File: config.mk
export PLATFORM = sky130hd
export DESIGN_NAME = bpsk_demod
export DESIGN_NICKNAME = d
export VERILOG_FILES = /design/src/rtl/bpsk_demod.sv
export SDC_FILE = /design/constraint.sdc
export NUM_CORES = 1
export LEC_CHECK = 0
export ABC_AREA = 1
export ABC_CLOCK_PERIOD_IN_PS = 2300
export CELL_PAD_IN_SITES_DETAIL_PLACEMENT = 1
export CELL_PAD_IN_SITES_GLOBAL_PLACEMENT = 2
export CORE_MARGIN = 1.5
export CORE_UTILIZATION = 32
export CTS_CLUSTER_SIZE = 16
export DETAILED_ROUTE_END_ITERATION = 16
export PLACE_DENSITY_LB_ADDON = 0.3
export SETUP_SLACK_MARGIN = 0.4
export SLEW_MARGIN = 20
export SYNTH_ARGS = -nofsm -noshare
export SYNTH_HDL_FRONTEND = slang
export SYNTH_SLANG_ARGS = --single-unit
File: constraint.sdc
create_clock -name clk -period 2.3 [get_ports clk]
set_input_delay 0.23 -clock clk [delete_from_list [all_inputs] [get_ports clk]]
set_output_delay 0.23 -clock clk [all_outputs]
set_load 0.02 [all_outputs]
File: src/rtl/bpsk_demod.sv
// BPSK demodulator: recovers bits and LSB-first words from a 1-bit BPSK square wave
// by measuring run lengths; double-length runs (phase flips) align the bit slots.
module bpsk_demod #(
  parameter int CLOCK_IN      = 20_000_000,
  parameter int CLOCK_CARRIER = 64_000,
  parameter int DATA_WIDTH    = 8,
  parameter int CYCLE_COUNT   = 4
) (
  input  logic                  clk,
  input  logic                  n_rst,
  input  logic                  wave_in,
  input  logic                  bit_slip,
  output logic                  bit_out,
  output logic                  bit_valid,
  output logic [DATA_WIDTH-1:0] data_out,
  output logic                  data_valid,
  output logic                  locked,
  output logic                  sync_err
);

  localparam int H   = CLOCK_IN / (CLOCK_CARRIER * 2);
  localparam int TOL = H / 4;
  localparam int S   = 2 * CYCLE_COUNT;
  localparam int SAT = 2 * H + TOL + 1;
  localparam int RW  = $clog2(SAT + 2);
  localparam int HW  = $clog2(S + 1);
  localparam int BW  = $clog2(DATA_WIDTH + 1);

  localparam logic [RW-1:0] SHORT_MIN = RW'(H - TOL);
  localparam logic [RW-1:0] SHORT_MAX = RW'(H + TOL);
  localparam logic [RW-1:0] LONG_MIN  = RW'(2 * H - TOL);
  localparam logic [RW-1:0] LONG_MAX  = RW'(2 * H + TOL);
  localparam logic [RW-1:0] RUN_SAT   = RW'(SAT);
  localparam logic [RW-1:0] RUN_PRE   = RW'(SAT - 1);
  localparam logic [HW-1:0] HALF_LAST = HW'(S - 1);
  localparam logic [HW-1:0] HALF_ONE  = HW'(1);
  localparam logic [BW-1:0] BIT_LAST  = BW'(DATA_WIDTH - 1);

  typedef enum logic {ST_HUNT, ST_LOCKED} state_t;

  state_t                state, state_n;
  logic                  s1, s2, s3;
  logic                  wave_edge;
  logic [RW-1:0]         run_cnt, run_len;
  logic [HW-1:0]         half_cnt, half_n;
  logic [BW-1:0]         bit_cnt;
  logic [DATA_WIDTH-1:0] sh, sh_next;
  logic                  cur_bit, slip_pend;
  logic                  is_short, is_long, timeout;
  logic                  emit, err, take, clr_word, clr_cnt;

  assign wave_edge = s2 ^ s3;
  assign run_len   = run_cnt + RW'(1);
  assign is_short  = (run_len >= SHORT_MIN) && (run_len <= SHORT_MAX);
  assign is_long   = (run_len >= LONG_MIN) && (run_len <= LONG_MAX);
  // Fires only on the transition into saturation, never while parked there.
  assign timeout   = (run_cnt == RUN_PRE) && !wave_edge;
  assign sh_next   = {cur_bit, sh[DATA_WIDTH-1:1]};

  always_ff @(posedge clk) begin
    if (!n_rst) state <= ST_HUNT;
    else        state <= state_n;
  end

  always_comb begin
    state_n  = state;
    half_n   = half_cnt;
    emit     = 1'b0;
    err      = 1'b0;
    take     = 1'b0;
    clr_word = 1'b0;
    clr_cnt  = 1'b0;
    case (state)
      ST_HUNT: begin
        if (wave_edge && is_long) begin
          state_n = ST_LOCKED;
          half_n  = HALF_ONE;
          take    = 1'b1;
        end
      end
      default: begin
        if (wave_edge && is_short) begin
          if (half_cnt == '0) begin
            take   = 1'b1;
            half_n = HALF_ONE;
          end else if (half_cnt == HALF_LAST) begin
            emit   = 1'b1;
            half_n = '0;
          end else begin
            half_n = half_cnt + HW'(1);
          end
        end else if (wave_edge && is_long) begin
          take   = 1'b1;
          half_n = HALF_ONE;
          if (half_cnt == HALF_LAST) begin
            emit = 1'b1;
          end else begin
            // Phase flip in mid-slot: keep the lock but restart slot and word.
            err      = 1'b1;
            clr_word = 1'b1;
          end
        end else if (wave_edge || timeout) begin
          err     = 1'b1;
          state_n = ST_HUNT;
          half_n  = '0;
          clr_cnt = 1'b1;
        end
      end
    endcase
  end

  always_ff @(posedge clk) begin
    if (!n_rst) begin
      s1         <= wave_in;
      s2         <= wave_in;
      s3         <= wave_in;
      run_cnt    <= '0;
      half_cnt   <= '0;
      bit_cnt    <= '0;
      sh         <= '0;
      cur_bit    <= 1'b0;
      slip_pend  <= 1'b0;
      bit_out    <= 1'b0;
      bit_valid  <= 1'b0;
      data_out   <= '0;
      data_valid <= 1'b0;
      locked     <= 1'b0;
      sync_err   <= 1'b0;
    end else begin
      s1 <= wave_in;
      s2 <= s1;
      s3 <= s2;
      if (wave_edge)              run_cnt <= '0;
      else if (run_cnt != RUN_SAT) run_cnt <= run_cnt + RW'(1);
      half_cnt   <= half_n;
      if (take) cur_bit <= s3;
      locked     <= (state_n == ST_LOCKED);
      sync_err   <= err;
      bit_valid  <= emit;
      data_valid <= 1'b0;
      if (emit && slip_pend)                      slip_pend <= 1'b0;
      else if (bit_slip && state == ST_LOCKED)    slip_pend <= 1'b1;
      if (emit) begin
        bit_out <= cur_bit;
        sh      <= sh_next;
        if (!slip_pend) begin
          if (bit_cnt == BIT_LAST) begin
            data_out   <= sh_next;
            data_valid <= 1'b1;
            bit_cnt    <= '0;
          end else begin
            bit_cnt <= bit_cnt + BW'(1);
          end
        end
      end
      if (clr_word) begin
        bit_cnt <= '0;
        sh      <= '0;
      end
      if (clr_cnt) bit_cnt <= '0;
    end
  end

endmodule

==> metrics.cfg <==
[global_routing]
antenna_found_initial=0
track_usage_pct=17.2
grt_pass1_vias=1983
grt_pass1_wl_um=9560
grt_max_degree=15
grt-ovfl-total=0

[run]
drv_cap=0

[sta]
rsz0062_at_grt=yes
min_period_ps=2030
fmax_mhz=493
fin_setup_tns_ps=0
tightest_slew_ps=710
fin_worst_skew_ps=11.0
final_max_slew_viol_count=0
post-route-period-util_pct=88.3
hold_violations=0
relSlewSlack_pct=52.5
setup_viol=0

[floorplanning]
ios=17
die-area_um2=6950
row_count=29
fp.dieW_um=83.4
fp.dieH_um=83.4
start_util_pct=32.8
core-area_um2=6310

[synthesis]
netlist.area_leader.share_pct=40.7
netlist.top_cell.by_area=dfxtp_1
synth_edf_count=0
ys_types=27
synth_ff_type=dfxtp_1
synth_area_um2=2070
syn-num-nets=311
netlist_instances=301
ys_ff_latch=42
synth_compound_area_share_pct=7.56
yosys-top-cells-area=dfxtp_1, nand2_1, nor2_1, inv_1, a21oi_1
ys_warn_count=0
netlist_top_cells_count=nand2_1, nor2_1, dfxtp_1, inv_1, a21oi_1
async_flop_share_pct=0
ys_seq_area_share_pct=40.7
yosys.cell_count.top_type=nand2_1
syn_area_per_cell_um2=6.87
synth-adder-area-share_pct=3.63
synth_top_family_by_area=simple AND/OR/NAND/NOR gates
yosys.area_share.simple_pct=37.9
yosys.area_share.xor_xnor_pct=2.12
synth_mux_area_share_pct=0

[route]
dr.pass1.iters=4
vias_per_cell=4.74
routed_wl_um=5640
drtAntennaViolNets=0
drtIter0Drc=49
via_count=1995
drc_errors=0
wire_per_inst_um=13.4

[clocking]
clk_latency_ps=300
cts_tree=built
root_buffer=clkbuf_8
clk_path_buf_depth=2
htreeDepth=2
numCtsBuffers=5
cts_sinks=42
path_clk_slew_ps=80

[placed_design]
routabilityCongestion=0.728
hpwlAfterDp_um=3680
portBuffers=16

[worst_setup_path]
rrSetupSlack_ps=270
reg2regPathDepth=11
cpPeakStageDelay_ps=400
slowest_stage=dfxtp_4
timing.rr.start=run_cnt[0]
crit_required_ps=2500
cp_cell_sequence=ha_4 -> nand2_4 -> nor2_4 -> nand3_2 -> nand2_4 -> nand3b_1 -> buf_4 -> nand4_1 -> o21ai_2 -> buf_6 -> a21oi_2
end_kind=flip-flop
cp.arrival_ps=2230
worstReg2RegEnd=sh[3]
crit_top_cell=nand2_4
worst-path-max-fanout=7
start_kind=flip-flop
crit_type=reg2reg

[final_layout]
drive_gt1_share_pct=29.4
layout.nets=353
diodes=0
post-route-util_pct=45.9
regArea_um2=850
multi_input_area_um2=1350
fill_cells=801
area_growth_pct=40.1

[outcome]
outcome=complete, no violations

[hold_path]
holdCritStartpoint=wave_in
hold_path_class=in2reg
holdPathEnd=s1
whs_path_depth=1

[pwr]
peakVddDrop_uv=259
leakage_nw=1.19
powerDensity_nw_per_um2=508

power by group:
group	total (mW)	leakage, nW	switching, mW	internal (mW)
registers	0.745	0.341	0.0104	0.734
logic	0.123	0.801	0.0727	0.0507
clock network	0.603	0.0514	0.278	0.324
cell families after synthesis:
logic type,after synthesis
AO/OA/AOI/OAI,30
XOR/XNOR,5
adder cells (fa/ha/maj),6
buffers and inverters,40
flip-flops,42
AND/OR/NAND/NOR,178
layout by cell type, fill, tap and decap left out, drive strengths merged:
cell / count
ha: 6
xor2: 5
inv: 34
nand2: 97
nand3: 17
o21ai: 6
or2: 1
dfxtp: 42
nor2: 49
nand3b: 1
nor3: 3
nand4: 12
bufinv: 1
a21oi: 23
buf: 22
clkbuf: 6
o21bai: 1
clkinv: 1
clkdlybuf4s50: 16
clkinvlp: 1
critical path: cells and delay by family, from the launching register on:
| family | cells | cell delay [ps] |
|---|---|---|
| AND/OR/NAND/NOR | 6 | 770 |
| flip-flops | 1 | 400 |
| buffers and inverters | 2 | 310 |
| AO/OA/AOI/OAI | 2 | 270 |
| adder cells (fa/ha/maj) | 1 | 170 |
flip-flops by register name (all words and copies together), names as in the netlist:
| register | flops |
|---|---|
| sh | 7 |
| s3 | 1 |
| cur_bit | 1 |
| sync_err | 1 |
| data_out | 8 |
| slip_pend | 1 |
| run_cnt | 9 |
| bit_cnt | 4 |
| bit_valid | 1 |
| bit_out | 1 |
| data_valid | 1 |
| half_cnt | 4 |
| s1 | 1 |
| s2 | 1 |
| locked | 1 |
how the worst max path moves through the flow:
stage	startpoint	to
2_1_floorplan	run_cnt[0]	slip_pend
3_3_place_gp	run_cnt[0]	sh[3]
3_5_place_dp	run_cnt[0]	sh[1]
4_1_cts	run_cnt[0]	sh[5]
5_1_grt	run_cnt[0]	data_out[1]
6_report	run_cnt[0]	sh[3]
final cells by class:
cell class / count / share of cell area (%)
inverters: 35 / 4.97
well taps: 77 / 3.32
multi-input cells: 221 / 46.5
flip-flops and latches: 42 / 29.3
clock inverters: 2 / 1.30
repair buffers: 38 / 12.1
clock buffers: 6 / 2.50
metrics by stage:
step / instances / cell area, um^2 / power, mW / worst slack, ps / hold WS, ps
floorplan: 301 / 2070 / 0.809 / 400 / 258
global placement: 393 / 2320 / 0.840 / 119 / 406
detailed placement: 393 / 2320 / 0.840 / 66.6 / 416
CTS: 416 / 2700 / 1.47 / 320 / 424
global route: 421 / 2900 / 1.55 / 111 / 425
finish: 421 / 2900 / 1.47 / 270 / 429
timing repair:
action,in CTS,in global routing
pin swaps,16,22
endpoints found under the setup margin,28,30
hold buffers,0,0
gates resized for setup,36,48
setup buffers,13,5
cloned,2,0
routing by layer:
layer  wire (um)  vias to the layer above  global-route usage (%)
met5           0                        -                       0
li1            -                     1038                       -
met4          39                        0                    4.24
met1        2890                      935                    24.2
met2        2590                       18                    26.9
met3         129                        4                    3.88
No activity file was read; power rests on OpenSTA's default activity.
